$ cat config.mk
export PLATFORM = sky130hd
export DESIGN_NAME = ex_operand_stage
export DESIGN_NICKNAME = d
export VERILOG_FILES = /design/src/rtl/ex_operand_stage_pkg.sv /design/src/rtl/ex_operand_stage_fwd_mux.sv /design/src/rtl/ex_operand_stage.sv
export SDC_FILE = /design/constraint.sdc
export NUM_CORES = 1
export LEC_CHECK = 0
export BUFFER_PORTS_ARGS = -buffer_cell sky130_fd_sc_hd__buf_2
export CAP_MARGIN = 10
export CORE_AREA = 2 2 144 146
export CTS_BUF_LIST = sky130_fd_sc_hd__clkbuf_16
export DETAILED_ROUTE_END_ITERATION = 6
export DIE_AREA = 0 0 146 148
export RECOVER_POWER = 100
export SKIP_LAST_GASP = 1
export SYNTH_ARGS = -nofsm -noshare
export SYNTH_HDL_FRONTEND = slang
export SYNTH_SLANG_ARGS = --single-unit
$ cat constraint.sdc
create_clock -name clk -period 2.9 [get_ports clk]
set_input_delay 0.58 -clock clk [delete_from_list [all_inputs] [get_ports clk]]
set_output_delay 0.58 -clock clk [all_outputs]
set_load 0.01 [all_outputs]
$ cat src/rtl/ex_operand_stage_pkg.sv
// Shared types and constants for the ID/EX operand stage.
// Holds the ALUSel codes, default widths and the ID/EX control bundle.
package ex_operand_stage_pkg;

    localparam int XLEN    = 32;
    localparam int RADDR_W = 5;

    localparam logic [3:0] ALUSel_ADD  = 4'd0;
    localparam logic [3:0] ALUSel_SUB  = 4'd1;
    localparam logic [3:0] ALUSel_SLL  = 4'd2;
    localparam logic [3:0] ALUSel_SLT  = 4'd3;
    localparam logic [3:0] ALUSel_SLTU = 4'd4;
    localparam logic [3:0] ALUSel_XOR  = 4'd5;
    localparam logic [3:0] ALUSel_SRL  = 4'd6;
    localparam logic [3:0] ALUSel_SRA  = 4'd7;
    localparam logic [3:0] ALUSel_OR   = 4'd8;
    localparam logic [3:0] ALUSel_AND  = 4'd9;
    localparam logic [3:0] ALUSel_BSEL = 4'd10;

    typedef struct packed {
        logic       reg_wen;
        logic       mem_read;
        logic       mem_write;
        logic       asel;
        logic       bsel;
        logic [3:0] alu_sel;
    } id_ex_ctrl_t;

    localparam id_ex_ctrl_t CTRL_RESET = '{
        reg_wen:   1'b0,
        mem_read:  1'b0,
        mem_write: 1'b0,
        asel:      1'b0,
        bsel:      1'b0,
        alu_sel:   ALUSel_ADD
    };

    // A bubble keeps the operand selects but drops every side effect.
    function automatic id_ex_ctrl_t bubble_ctrl(input id_ex_ctrl_t c);
        id_ex_ctrl_t b;
        b           = c;
        b.reg_wen   = 1'b0;
        b.mem_read  = 1'b0;
        b.mem_write = 1'b0;
        b.alu_sel   = ALUSel_ADD;
        return b;
    endfunction

endpackage

$ cat src/rtl/ex_operand_stage_fwd_mux.sv
// Bypass select for one EX source operand: EX/MEM, then MEM/WB, else regfile.
// Ports: rs_addr, mem/wb producer tuples (rd, wen, data), rf_data in; fwd_data out.
module fwd_mux #(
    parameter int XLEN    = 32,
    parameter int RADDR_W = 5
) (
    input  logic [RADDR_W-1:0] rs_addr,
    input  logic [RADDR_W-1:0] mem_rd_addr,
    input  logic               mem_wen,
    input  logic [XLEN-1:0]    mem_data,
    input  logic [RADDR_W-1:0] wb_rd_addr,
    input  logic               wb_wen,
    input  logic [XLEN-1:0]    wb_data,
    input  logic [XLEN-1:0]    rf_data,
    output logic [XLEN-1:0]    fwd_data
);

    logic rs_nz;
    logic mem_hit;
    logic wb_hit;

    assign rs_nz   = (rs_addr != '0);
    assign mem_hit = mem_wen && (mem_rd_addr == rs_addr) && rs_nz;
    // Younger producer wins, so the WB hit is masked by a MEM hit.
    assign wb_hit  = !mem_hit && wb_wen && (wb_rd_addr == rs_addr) && rs_nz;

    always_comb begin
        fwd_data = rf_data;
        unique case (1'b1)
            mem_hit: fwd_data = mem_data;
            wb_hit:  fwd_data = wb_data;
            default: fwd_data = rf_data;
        endcase
    end

endmodule

$ cat src/rtl/ex_operand_stage.sv
// ID/EX register with operand select, bypassing and load-use stall.
// Ports: ID fields in, EX/MEM and MEM/WB producers in, stall_id and EX fields out.
// Build option EX_FORWARD_EN: enables bypassing; without it any RAW stalls.
module ex_operand_stage #(
    parameter int XLEN    = 32,
    parameter int RADDR_W = 5
) (
    input  logic               clk,
    input  logic               rst_n,
    input  logic               id_valid,
    input  logic [XLEN-1:0]    id_pc,
    input  logic [RADDR_W-1:0] id_rs1_addr,
    input  logic [RADDR_W-1:0] id_rs2_addr,
    input  logic [RADDR_W-1:0] id_rd_addr,
    input  logic               id_rs1_used,
    input  logic               id_rs2_used,
    input  logic [XLEN-1:0]    id_rs1_data,
    input  logic [XLEN-1:0]    id_rs2_data,
    input  logic [XLEN-1:0]    id_imm,
    input  logic               id_asel,
    input  logic               id_bsel,
    input  logic [3:0]         id_alu_sel,
    input  logic               id_reg_wen,
    input  logic               id_mem_read,
    input  logic               id_mem_write,
    input  logic               ex_flush,
    input  logic [RADDR_W-1:0] mem_rd_addr,
    input  logic               mem_reg_wen,
    input  logic [XLEN-1:0]    mem_fwd_data,
    input  logic [RADDR_W-1:0] wb_rd_addr,
    input  logic               wb_reg_wen,
    input  logic [XLEN-1:0]    wb_data,
    output logic               stall_id,
    output logic               ex_valid,
    output logic [XLEN-1:0]    ex_pc,
    output logic [RADDR_W-1:0] ex_rd_addr,
    output logic               ex_reg_wen,
    output logic               ex_mem_read,
    output logic               ex_mem_write,
    output logic [3:0]         ex_alu_sel,
    output logic [XLEN-1:0]    ex_op1,
    output logic [XLEN-1:0]    ex_op2,
    output logic [XLEN-1:0]    ex_store_data
);

    import ex_operand_stage_pkg::*;

    id_ex_ctrl_t        id_ctrl;
    id_ex_ctrl_t        ex_ctrl;
    logic [RADDR_W-1:0] ex_rs1_addr;
    logic [RADDR_W-1:0] ex_rs2_addr;
    logic [XLEN-1:0]    ex_rs1_data;
    logic [XLEN-1:0]    ex_rs2_data;
    logic [XLEN-1:0]    ex_imm;
    logic [XLEN-1:0]    fwd_rs1;
    logic [XLEN-1:0]    fwd_rs2;
    logic               id_reads_ex;
    logic               haz;
    logic               mem_fwd_en;
    logic               wb_fwd_en;

    assign id_ctrl = '{
        reg_wen:   id_reg_wen,
        mem_read:  id_mem_read,
        mem_write: id_mem_write,
        asel:      id_asel,
        bsel:      id_bsel,
        alu_sel:   id_alu_sel
    };

    assign id_reads_ex =
        (id_rs1_used && (id_rs1_addr == ex_rd_addr)) ||
        (id_rs2_used && (id_rs2_addr == ex_rd_addr));

`ifdef EX_FORWARD_EN
    // Only a load in EX cannot be bypassed in time.
    assign haz = ex_valid && ex_ctrl.mem_read &&
                 (ex_rd_addr != '0) && id_reads_ex;

    assign mem_fwd_en = mem_reg_wen;
    assign wb_fwd_en  = wb_reg_wen;
`else
    logic id_reads_mem;
    logic unused_wb_wen;

    assign id_reads_mem =
        (id_rs1_used && (id_rs1_addr == mem_rd_addr)) ||
        (id_rs2_used && (id_rs2_addr == mem_rd_addr));

    // No bypass: wait until the producer reaches WB,
    // where the write-first regfile makes it visible.
    assign haz =
        (ex_valid && ex_ctrl.reg_wen &&
         (ex_rd_addr != '0) && id_reads_ex) ||
        (mem_reg_wen && (mem_rd_addr != '0) && id_reads_mem);

    // Producer enables tied low: muxes collapse to regfile data.
    assign mem_fwd_en    = 1'b0;
    assign wb_fwd_en     = 1'b0;
    assign unused_wb_wen = wb_reg_wen;
`endif

    assign stall_id = haz && id_valid && !ex_flush;

    always_ff @(posedge clk or negedge rst_n) begin
        if (!rst_n) begin
            ex_valid    <= 1'b0;
            ex_ctrl     <= CTRL_RESET;
            ex_pc       <= '0;
            ex_rd_addr  <= '0;
            ex_rs1_addr <= '0;
            ex_rs2_addr <= '0;
            ex_rs1_data <= '0;
            ex_rs2_data <= '0;
            ex_imm      <= '0;
        end else if (ex_flush || stall_id) begin
            ex_valid <= 1'b0;
            ex_ctrl  <= bubble_ctrl(ex_ctrl);
        end else begin
            ex_valid    <= id_valid;
            ex_ctrl     <= id_ctrl;
            ex_pc       <= id_pc;
            ex_rd_addr  <= id_rd_addr;
            ex_rs1_addr <= id_rs1_addr;
            ex_rs2_addr <= id_rs2_addr;
            ex_rs1_data <= id_rs1_data;
            ex_rs2_data <= id_rs2_data;
            ex_imm      <= id_imm;
        end
    end

    fwd_mux #(
        .XLEN    (XLEN),
        .RADDR_W (RADDR_W)
    ) u_fwd_rs1 (
        .rs_addr     (ex_rs1_addr),
        .mem_rd_addr (mem_rd_addr),
        .mem_wen     (mem_fwd_en),
        .mem_data    (mem_fwd_data),
        .wb_rd_addr  (wb_rd_addr),
        .wb_wen      (wb_fwd_en),
        .wb_data     (wb_data),
        .rf_data     (ex_rs1_data),
        .fwd_data    (fwd_rs1)
    );

    fwd_mux #(
        .XLEN    (XLEN),
        .RADDR_W (RADDR_W)
    ) u_fwd_rs2 (
        .rs_addr     (ex_rs2_addr),
        .mem_rd_addr (mem_rd_addr),
        .mem_wen     (mem_fwd_en),
        .mem_data    (mem_fwd_data),
        .wb_rd_addr  (wb_rd_addr),
        .wb_wen      (wb_fwd_en),
        .wb_data     (wb_data),
        .rf_data     (ex_rs2_data),
        .fwd_data    (fwd_rs2)
    );

    assign ex_reg_wen    = ex_ctrl.reg_wen;
    assign ex_mem_read   = ex_ctrl.mem_read;
    assign ex_mem_write  = ex_ctrl.mem_write;
    assign ex_alu_sel    = ex_ctrl.alu_sel;
    assign ex_op1        = ex_ctrl.asel ? ex_pc : fwd_rs1;
    assign ex_op2        = ex_ctrl.bsel ? ex_imm : fwd_rs2;
    assign ex_store_data = fwd_rs2;

endmodule

Yosys cells after proc, flatten, opt, wreduce, memory -nomap -nowiden
Cells that the tools add are included.
{"block": "totals", "register_bits": 143, "latch_bits": 0, "ram_bits": 0, "mem_bits_ro": 0, "wordCells": 38, "mem_count": 0}
{"block": "op_classes", "addsub": 0, "n_mul": 0, "div": 0, "magnitude_cmp": 0, "n_eq_ne": 4, "shifts": 0, "muxes": 4, "n_bitwise": 0, "n_reduce_logical": 18}
{"op": "2-to-1 mux 32 bit", "n": 2}
{"op": "== test 5 bit", "n": 4}
{"op": "logical AND 1 bit", "n": 11}
{"op": "nonzero test 5 bit", "n": 2}
{"op": "2-to-1 mux 9 bit", "n": 1}
{"op": "logical OR 1 bit", "n": 4}
{"op": "zero test 1 bit", "n": 1}
{"op": "2-to-1 mux 1 bit", "n": 1}

Depth between registers and ports, before layout
Gate-level depths: netlist of the first run.
{"block": "depth", "ltp_word": 9, "ltp_mapped": 8, "depth_no_buf": 5}

By module
A second synthesis of the first run with hierarchy kept.
{"block": "unflattened", "hier_cells": 1486, "hier_area_um2": 12781.0}
{"mod": "ex_operand_stage", "n_inst": 1, "cells_each": 1148, "area_each_um2": 10884.2}
{"mod": "fwd_mux", "n_inst": 2, "cells_each": 169, "area_each_um2": 948.4}

Worst setup path after synthesis of the first run
No wires, ideal clock.
{"block": "synth_path", "path_type": "in2reg", "startpoint": "input port mem_rd_addr[0]", "endpoint": "register ex_pc[0]", "arrival_time_ns": 2.440, "required_ns": 2.775, "path_slack_ns": 0.335, "path_stages": 8, "n_path_buf": 3, "cell_sequence": "or4_1 o21a_1 and2_0 a221o_1 buf_2 buf_6 buf_6 mux2_4"}
{"block": "synth_via", "elab_chain_cells": 8}
{"item": "from (decl)", "line": "ex_operand_stage.sv:27", "source": "input logic [RADDR_W-1:0] mem_rd_addr,"}
{"item": "== test 5 bit (on tied branches)", "line": "ex_operand_stage.sv:87, ex_operand_stage.sv:88"}
{"item": "logical AND 1 bit (on tied branches)", "line": "ex_operand_stage.sv:87, ex_operand_stage.sv:88"}
{"item": "logical OR 1 bit", "line": "ex_operand_stage.sv:87", "source": "(id_rs1_used && (id_rs1_addr == mem_rd_addr)) ||"}
{"item": "logical AND 1 bit *", "line": "ex_operand_stage.sv:95", "source": "(mem_reg_wen && (mem_rd_addr != '0) && id_reads_mem);"}
{"item": "logical OR 1 bit *", "line": "ex_operand_stage.sv:94", "source": "(ex_rd_addr != '0) && id_reads_ex) ||"}
{"item": "logical AND 1 bit * (2 in series)", "line": "ex_operand_stage.sv:103", "source": "assign stall_id = haz && id_valid && !ex_flush;"}
{"item": "logical OR 1 bit *", "line": "ex_operand_stage.sv:116", "source": "end else if (ex_flush || stall_id) begin"}
{"item": "to (signal assigned)", "line": "ex_operand_stage.sv:122", "source": "ex_pc <= id_pc;"}
{"item": "to (decl)", "line": "ex_operand_stage.sv:35", "source": "output logic [XLEN-1:0] ex_pc,"}
Every way passes the cells marked *; elsewhere a longest branch is shown, timed or not.
A chain may end at the register's enable or synchronous reset.

Worst setup path in the final report of the first run
{"block": "layout_path", "startpoint": "register ex_rd_addr[4]", "endpoint": "register ex_rd_addr[3]"}
{"block": "layout_via", "elab_chain_cells": 8}
{"item": "from (decl)", "line": "ex_operand_stage.sv:36", "source": "output logic [RADDR_W-1:0] ex_rd_addr,"}
{"item": "from (signal assigned)", "line": "ex_operand_stage.sv:123", "source": "ex_rd_addr <= id_rd_addr;"}
{"item": "== test 5 bit (on tied branches)", "line": "ex_operand_stage.sv:72, ex_operand_stage.sv:73"}
{"item": "logical AND 1 bit (on tied branches)", "line": "ex_operand_stage.sv:72, ex_operand_stage.sv:73"}
{"item": "logical OR 1 bit", "line": "ex_operand_stage.sv:72", "source": "(id_rs1_used && (id_rs1_addr == ex_rd_addr)) ||"}
{"item": "logical AND 1 bit *", "line": "ex_operand_stage.sv:94"}
{"item": "logical OR 1 bit *", "line": "ex_operand_stage.sv:94"}
{"item": "logical AND 1 bit * (2 in series)", "line": "ex_operand_stage.sv:103"}
{"item": "logical OR 1 bit *", "line": "ex_operand_stage.sv:116"}
Marks and branches as above.

==> impl_metrics.json, run 1 <==
{
  "hpwl_mm": 11.1,
  "cts-buffers-inserted": 17,
  "ant_nets": 0,
  "grt_pass1_vias": 4793,
  "stdcell_area_um2": 8630,
  "fin_ws_ps": 277,
  "antenna_found_initial": 0,
  "finalWirelength_mm": 16.0,
  "drt_iter0_markers": 100,
  "fillCellCount": 2024,
  "slew_viol_final": 144,
  "grt_util_all_layers_pct": 14.7,
  "drc_errors": 0,
  "cts_num_sinks": 143,
  "clockRootBuffer": "clkbuf_16",
  "synth.area.top_cells": "dfrtp_1 54%, mux2_2 21%, mux2_4 16%, xnor2_1 2.6%, buf_6 1.5%",
  "cts_tree": "built",
  "power_density_nw_per_um2": 674,
  "htree_levels": 4,
  "synth.largest_area_cell": "dfrtp_1",
  "p_switching_mw": 1.50,
  "initial_core_util_pct": 33.2,
  "syn_area_um2": 6650,
  "die_h_um": 148,
  "drt_pass1_iterations": 4,
  "dieArea_um2": 21600,
  "rsz0062_at_grt": "no",
  "start_kind": "flip-flop",
  "seqPwrFrac_pct": 40.2,
  "outcome": "complete, but fails checks",
  "tns_ps": 0,
  "via_per_inst": 4.49,
  "worstPathRequired_ps": 3180,
  "antenna_cells": 0,
  "ys_seq_area_share_pct": 53.8,
  "grt-ovfl-total": 0,
  "violations": "capacitance limit, slew limit",
  "worst_pin_slew_ps": 1990,
  "syn_avg_cell_area_um2": 15.6,
  "finalSetupViolCount": 0,
  "arrival_ps": 2910,
  "ys_seq_elements": 143,
  "cts.repair.resized": 0,
  "nets": 961,
  "io_buffers": 305,
  "maxSlewHeadroom_pct": -32.7,
  "grt_max_degree": 144,
  "max_freq_mhz": 381,
  "comb_power_share_pct": 17.0,
  "post-place-ws_ps": 109,
  "hold_buffers": 0,
  "final.min_clock_period_ps": 2620,
  "wl_per_cell_um": 15.9,
  "min_period_over_period_pct": 90.4,
  "fin_worst_skew_ps": 15.4,
  "crit_type": "flip-flop to flip-flop",
  "leakage_nw": 3.78,
  "finalHoldViolCount": 0,
  "hp-class": "input port to flip-flop",
  "drive_gt1_share_pct": 44.1,
  "clkLatencyLatePin_ps": 420,
  "cts_setup_buffers": 0,
  "crit_path_end_kind": "flip-flop",
  "clock_power_share_pct": 42.7,
  "internal_power_mw": 4.31,
  "syn_nets": 659,
  "grt_pass1_wl_mm": 25.2,
  "io_pins": 376,
  "yosys.area.top_type_share_pct": 53.8,
  "switching_share_pct": 25.9,
  "core-area_um2": 20000,
  "clkTransAtPathRegs_ps": 70,
  "max-clock-path-buffers": 2,
  "post_dp_cell_area_um2": 8430,
  "vdd_drop_max_mv": 0.332,
  "syn_inst": 425,
  "yosysUniqueCellTypes": 22,
  "crit_fanout": 13,
  "die_w_um": 146,
  "num_vias": 4532,
  "ys_warn_count": 0,
  "routabilityCongestion": 0.836,
  "maxCapViolCount": 1,
  "areaGrowthSynthToFinish_pct": 29.7,
  "row_count": 52
}
-- layout by cell type, fill, tap and decap left out, types with 2 or more instances in the layout --
cell type	count
and2_0	2
buf_12	3
buf_2	165
bufinv_16	6
clkbuf_1	140
clkbuf_16	17
clkinv_4	2
clkinvlp_4	2
dfrtp_1	143
inv_1	8
inv_6	2
mux2_1	74
mux2_2	125
nand2_1	4
nand4_1	4
nor2_1	8
o22ai_1	2
xnor2_1	20
-- worst paths after layout --
| check | startpoint | endpoint | slack, ps | depth (start not counted) |
|---|---|---|---|---|
| worst min-delay path | id_rs1_data[29] | ex_rs1_data[29]$_DFFE_PN0N_ | 370 | 2 |
| min in group asynchronous | rst_n | ex_rs2_data[18]$_DFFE_PN0N_ | 970 | 2 |
| worst max register to register | ex_rd_addr[4]$_DFFE_PN0N_ | ex_rd_addr[3]$_DFFE_PN0N_ | 280 | 6 |
| max in group asynchronous | rst_n | ex_rs1_data[11]$_DFFE_PN0N_ | 680 | 2 |
| worst max-delay path | ex_rd_addr[4]$_DFFE_PN0N_ | ex_rd_addr[3]$_DFFE_PN0N_ | 280 | 6 |
| worst min register to register | ex_rs1_data[30]$_DFFE_PN0N_ | ex_rs1_data[30]$_DFFE_PN0N_ | 490 | 1 |
-- through the flow --
| step | std cells | total power, mW | hold slack (ps) | util (%) |
|---|---|---|---|---|
| 2_1_floorplan | 425 | 3.05 | 284 | - |
| 3_3_place_gp | 978 | 3.54 | 484 | 42.1 |
| 3_5_place_dp | 978 | 3.55 | 487 | 42.1 |
| 4_1_cts | 1009 | 6.10 | 320 | 45.4 |
| 5_1_grt | 1009 | 6.12 | 343 | 43.1 |
| 6_report | 1009 | 5.82 | 371 | 43.1 |
-- synth_stat cells --
| library cell | number |
|---|---|
| clkbuf_1 | 8 |
| buf_6 | 9 |
| dfrtp_1 | 143 |
| a221oi_1 | 1 |
| buf_2 | 7 |
| mux2_4 | 73 |
| o311a_1 | 1 |
| xnor2_1 | 20 |
| or4_1 | 1 |
| o21a_1 | 1 |
| or3_1 | 1 |
| o22ai_1 | 2 |
| nand4_1 | 4 |
| and2_0 | 2 |
| buf_4 | 4 |
| nor2_1 | 8 |
| inv_1 | 7 |
| a22oi_1 | 1 |
| nand2b_1 | 1 |
| a221o_1 | 1 |
| nand2_1 | 4 |
| mux2_2 | 126 |
-- per-layer routing --
layer	wire length, um	track usage [%]
met1	6770	18.1
met2	7800	24.4
met3	1190	5.09
met4	252	4.61
met5	0	0
-- registers in the layout, summed over array words and instances, names as in the netlist --
register,cells
ex_valid,1
ex_imm,32
ex_rs2_data,32
ex_pc,32
ex_mem_read,1
ex_ctrl,2
ex_rs1_data,32
ex_rd_addr,5
ex_alu_sel,4
ex_reg_wen,1
ex_mem_write,1
-- logic make-up (layout without fill, tap and decap cells) --
group           Yosys count  count (layout)  share of synthesized area [%]
mux                     199             199                           37.8
flops                   143             143                           53.8
buf+inv                  35             349                           3.35
simple gates             21              21                           1.54
xor+xnor                 20              20                           2.63
compound gates            7               7                          0.847
-- critical path, cell delays in order, from the launching register on --
cell and delay [ps]:
dfrtp_1 450, or3_1 390, o311a_1 330, and2_0 180, a221o_4 470, clkbuf_1 300, mux2_1 400
-- cell type report --
class / count / area (um2) / share of cell area (%)
Clock buffer: 17 / 425 / 4.93
Clock inverter: 14 / 239 / 2.77
Inverter: 7 / 26.3 / 0.305
Multi-Input combinational cell: 247 / 2590 / 30.0
Sequential cell: 143 / 3580 / 41.5
Tap cell: 270 / 338 / 3.92
Timing Repair Buffer: 311 / 1430 / 16.6
-- power by group through the flow --
stage / combinational [mW] / sequential, mW / clock, mW
3_5_place_dp: 1.18 / 2.37 / 0
3_3_place_gp: 1.17 / 2.37 / 0
5_1_grt: 1.08 / 2.37 / 2.66
6_report: 0.992 / 2.34 / 2.49
2_1_floorplan: 0.657 / 2.39 / 0
4_1_cts: 1.18 / 2.34 / 2.57
Note: power is estimated with default switching activity, not from simulation.
==> inputs of run 2 (changes only) <==
Settings changed: GPL_TIMING_DRIVEN from default to 0.
==> impl_metrics.json, run 2 (same netlist as run 1, synthesis figures left out) <==
{
  "num_vias": 4566,
  "nets": 984,
  "start_kind": "flip-flop",
  "core-area_um2": 20000,
  "hpwl_mm": 12.6,
  "drc_errors": 0,
  "io_buffers": 305,
  "die_w_um": 146,
  "antenna_cells": 0,
  "fin_worst_skew_ps": 8.59,
  "wl_per_cell_um": 16.3,
  "clockRootBuffer": "clkbuf_16",
  "crit_fanout": 10,
  "grt-ovfl-total": 0,
  "dieArea_um2": 21600,
  "crit_type": "flip-flop to flip-flop",
  "cts_tree": "built",
  "initial_core_util_pct": 33.2,
  "finalSetupViolCount": 0,
  "clkTransAtPathRegs_ps": 60,
  "max-clock-path-buffers": 2,
  "drive_gt1_share_pct": 49.4,
  "row_count": 52,
  "leakage_nw": 3.96,
  "cts_setup_buffers": 0,
  "areaGrowthSynthToFinish_pct": 32.0,
  "tns_ps": 0,
  "post_dp_cell_area_um2": 8550,
  "crit_path_end_kind": "flip-flop",
  "final.min_clock_period_ps": 2770,
  "drt_iter0_markers": 104,
  "die_h_um": 148,
  "violations": "capacitance limit, slew limit",
  "power_density_nw_per_um2": 636,
  "drt_pass1_iterations": 4,
  "maxCapViolCount": 1,
  "fin_ws_ps": 132,
  "post-place-ws_ps": -25.0,
  "hp-class": "input port to flip-flop",
  "routabilityCongestion": 0.837,
  "cts_num_sinks": 143,
  "cts-buffers-inserted": 17,
  "worstPathRequired_ps": 3190,
  "grt_max_degree": 80,
  "ant_nets": 0,
  "slowest_delay_ps": 460,
  "final_cell_mix": "165 x buf_2, 150 x clkbuf_1, 143 x dfrtp_1",
  "grt_pass1_vias": 4834,
  "place_inst": 1001,
  "path_buf_inv": 3,
  "grt_util_all_layers_pct": 15.7,
  "min_period_over_period_pct": 95.5,
  "grt_pass1_wl_mm": 26.6,
  "hold_buffers": 0,
  "crit_chain": "or3_1, o311a_1, and2_0, a221o_1, buf_2, buf_6, clkbuf_4, mux2_1",
  "final_common_cell": "buf_2",
  "rsz0062_at_grt": "no",
  "via_per_inst": 4.42,
  "critical_path.top_delay_family": "compound AO/OA/AOI/OAI gates",
  "finalHoldViolCount": 0,
  "total_power_mw": 5.58,
  "utilization_pct": 43.8,
  "antenna_found_initial": 0,
  "clkLatencyLatePin_ps": 410,
  "post_layout_nonfiller_instances": 1033,
  "io_pins": 376,
  "finalWirelength_mm": 16.9,
  "slowest_stage": "dfrtp_1",
  "cts.repair.resized": 0,
  "outcome": "complete, but fails checks",
  "max_freq_mhz": 361,
  "htree_levels": 4,
  "finalHoldWorstSlack_ps": 375,
  "worst_pin_slew_ps": 1670,
  "slew_viol_final": 65,
  "maxSlewHeadroom_pct": -11.2,
  "vdd_drop_max_mv": 0.362,
  "stdcell_area_um2": 8780,
  "arrival_ps": 3060
}
[run 2: cell count changes in the layout (fill, tap and decap cells not counted), moves of 7 or more]
| cell | before | now |
|---|---|---|
| clkbuf_1 | 140 | 150 |
| clkbuf_2 | 1 | 8 |
| mux2_4 | 0 | 37 |
| mux2_1 | 74 | 36 |
[run 2: layer usage]
metal,vias up,track usage (%),part of all wire [%]
met3,18,4.94,6.9
met2,185,25.6,48
met4,0,4.85,1.6
met5,-,0,0
met1,2207,20.1,43
li1,2156,-,-
[run 2: area by class of cell]
class | instances | area, um2
fill | 2000 | 11300
sequential | 143 | 3580
multi-input combinational | 247 | 2710
timing repair buffer | 306 | 1380
clock buffer | 17 | 425
tap | 270 | 338
clock inverter | 15 | 159
buffer | 28 | 159
inverter | 7 | 26.3
[run 2: final timing paths]
check                      slack (ps)                       start  cells after the start                          end
setup / recovery                  130   ex_rd_addr[4]$_DFFE_PN0N_                      8    ex_rd_addr[1]$_DFFE_PN0N_
hold / removal                    370                 id_mem_read                      3        ex_mem_read$_DFF_PN0_
setup reg to reg                  130   ex_rd_addr[4]$_DFFE_PN0N_                      8    ex_rd_addr[1]$_DFFE_PN0N_
hold reg to reg                   490  ex_rs1_data[9]$_DFFE_PN0N_                      1   ex_rs1_data[9]$_DFFE_PN0N_
max in group asynchronous        1180                       rst_n                      2  ex_rs1_data[31]$_DFFE_PN0N_
min in group asynchronous         590                       rst_n                      1  ex_rs2_data[18]$_DFFE_PN0N_
[run 2: power by group]
part / internal [mW] / switching [mW] / leakage (nW) / total (mW)
clock network: 1.28 / 0.895 / 0.288 / 2.17
logic: 0.550 / 0.515 / 1.99 / 1.07
registers: 2.20 / 0.138 / 1.68 / 2.34
total: 4.03 / 1.55 / 3.96 / 5.58
[run 2: worst min-delay path, delay by kind of cell]
| family | cells | cell delay [ps] |
|---|---|---|
| AND/OR/NAND/NOR | 1 | 30 |
| buffers and inverters | 2 | 130 |
==> inputs of run 3 (changes only) <==
Settings changed: CELL_PAD_IN_SITES_DETAIL_PLACEMENT from default to 1, CELL_PAD_IN_SITES_GLOBAL_PLACEMENT from default to 2, CORE_AREA 2 2 144 146 to default, CORE_ASPECT_RATIO from default to 0.6, CORE_MARGIN from default to 1.5, CORE_UTILIZATION from default to 28, DIE_AREA 0 0 146 148 to default, PLACE_DENSITY_LB_ADDON from default to 0.1.
==> impl_metrics.json, run 3 (same netlist as run 1, synthesis figures left out) <==
{
  "outcome": "complete, but fails checks",
  "violations": "capacitance limit, slew limit",
  "drt_iter0_markers": 127,
  "cts-buffers-inserted": 17,
  "io_buffers": 305,
  "antenna_found_initial": 3,
  "via_per_inst": 4.32,
  "ff2ff_setup_slack_ps": 140,
  "rr_endpoint": "ex_rs2_data[23]$_DFFE_PN0N_",
  "finalSetupViolCount": 0,
  "slew_viol_final": 65,
  "power_density_nw_per_um2": 639,
  "min_period_over_period_pct": 95.1,
  "path_buf_inv": 3,
  "dieArea_um2": 24700,
  "slowest_delay_ps": 460,
  "hpwl_mm": 15.6,
  "die_h_um": 122,
  "hold_depth": 3,
  "routabilityCongestion": 0.822,
  "io_pins": 376,
  "nets": 984,
  "drive_gt1_share_pct": 53.5,
  "holdPathEnd": "ex_mem_read$_DFF_PN0_",
  "worst_pin_slew_ps": 1720,
  "die_w_um": 202,
  "drt_pass1_iterations": 4,
  "clkLatencyLatePin_ps": 430,
  "max_freq_mhz": 363,
  "crit_chain": "or3_1, o311a_1, and2_0, a221o_1, buf_2, buf_6, buf_4, mux2_1",
  "post_dp_cell_area_um2": 8600,
  "clkTransAtPathRegs_ps": 70,
  "cts_tree": "built",
  "areaGrowthSynthToFinish_pct": 34.0,
  "ant_nets": 0,
  "arrival_ps": 3060,
  "critical_path.top_delay_family": "compound AO/OA/AOI/OAI gates",
  "rr_worst_depth": 8,
  "leakage_nw": 4.08,
  "final_common_cell": "buf_2",
  "finalHoldViolCount": 0,
  "fin_ws_ps": 143,
  "vdd_drop_max_mv": 0.388,
  "crit_type": "flip-flop to flip-flop",
  "cts_num_sinks": 143,
  "post-place-ws_ps": -62.2,
  "drc_errors": 0,
  "rsz0062_at_grt": "no",
  "clockRootBuffer": "clkbuf_16",
  "grt_max_degree": 80,
  "fin_worst_skew_ps": 9.90,
  "max-clock-path-buffers": 2,
  "slowest_stage": "dfrtp_1",
  "wl_per_cell_um": 18.9,
  "initial_core_util_pct": 28.7,
  "crit_path_end_kind": "flip-flop",
  "final.min_clock_period_ps": 2760,
  "grt_pass1_vias": 5219,
  "hp-class": "input port to flip-flop",
  "maxSlewHeadroom_pct": -15.0,
  "start_kind": "flip-flop",
  "grt_util_all_layers_pct": 16.9,
  "maxCapViolCount": 1,
  "htree_levels": 4,
  "stdcell_area_um2": 8910,
  "worstPathRequired_ps": 3200,
  "grt-ovfl-total": 0,
  "crit_fanout": 10,
  "grt_pass1_wl_mm": 31.0,
  "hold_start": "id_mem_read",
  "finalWirelength_mm": 20.4,
  "row_count": 43,
  "rr_startpoint": "ex_rd_addr[4]$_DFFE_PN0N_",
  "final_cell_mix": "164 x buf_2, 143 x dfrtp_1, 127 x clkbuf_1",
  "cts_setup_buffers": 0,
  "core-area_um2": 23200,
  "num_vias": 4656
}
## run 3: layer usage
metal  GRT usage, %  share of wire, %
met5              0              0.13
met1           22.7                47
met3           6.05               7.0
met2           25.4                45
met4           5.18              0.96
## run 3: worst register-to-register path: cells and delay by family (launching register included)
kind	cells	cell delay, ps
buf+inv	3	560
flops	1	460
simple gates	2	560
mux	1	330
compound gates	2	710
## run 3: power by group
group          internal, mW  switching, mW  leakage (nW)  total [mW]
Sequential             2.20          0.146          1.68        2.35
Clock                  1.33          0.882         0.284        2.21
Combinational         0.580          0.552          2.11        1.13
## run 3: cell type report
cell class	count	area, um2
Antenna cell	1	2.50
Buffer	28	176
Clock buffer	17	425
Clock inverter	14	153
Inverter	7	26.3
Multi-Input combinational cell	247	2760
Timing Repair Buffer	306	1400
Sequential cell	143	3580
Fill cell	2604	14300
Tap cell	315	394
## run 3: how the worst max path moves through the flow
| stage | cells past startpoint | endpoint | startpoint | slack, ps |
|---|---|---|---|---|
| 3_3_place_gp | 1 | ex_imm[24]$_DFFE_PN0N_ | rst_n | -930 |
| 2_1_floorplan | 8 | ex_pc[0]$_DFFE_PN0N_ | mem_rd_addr[0] | 330 |
| 5_1_grt | 8 | ex_rs2_data[30]$_DFFE_PN0N_ | ex_rd_addr[4]$_DFFE_PN0N_ | 20 |
| 4_1_cts | 4 | ex_op2[22] | ex_ctrl[4]$_DFFE_PN0N_ | 90 |
| 3_5_place_dp | 9 | ex_rs1_data[6]$_DFFE_PN0N_ | mem_rd_addr[0] | -60 |
| 6_report | 8 | ex_rs2_data[23]$_DFFE_PN0N_ | ex_rd_addr[4]$_DFFE_PN0N_ | 140 |
## run 3: repair_timing
action,4_1_cts,5_1_grt
hold buffers,0,0
gates resized for setup,0,4
endpoints found under the setup margin,0,3
## run 3: per-stage QoR
step | hold slack [ps] | cells | util [%] | total power, mW | setup TNS (ps)
2_1_floorplan | 284 | 425 | - | 3.05 | 0
3_3_place_gp | 482 | 1045 | 37.0 | 3.59 | -134310
3_5_place_dp | 492 | 1046 | 37.1 | 3.62 | -3540
4_1_cts | 157 | 1077 | 39.6 | 5.88 | 0
5_1_grt | 333 | 1078 | 38.4 | 5.99 | 0
6_report | 352 | 1078 | 38.4 | 5.69 | 0
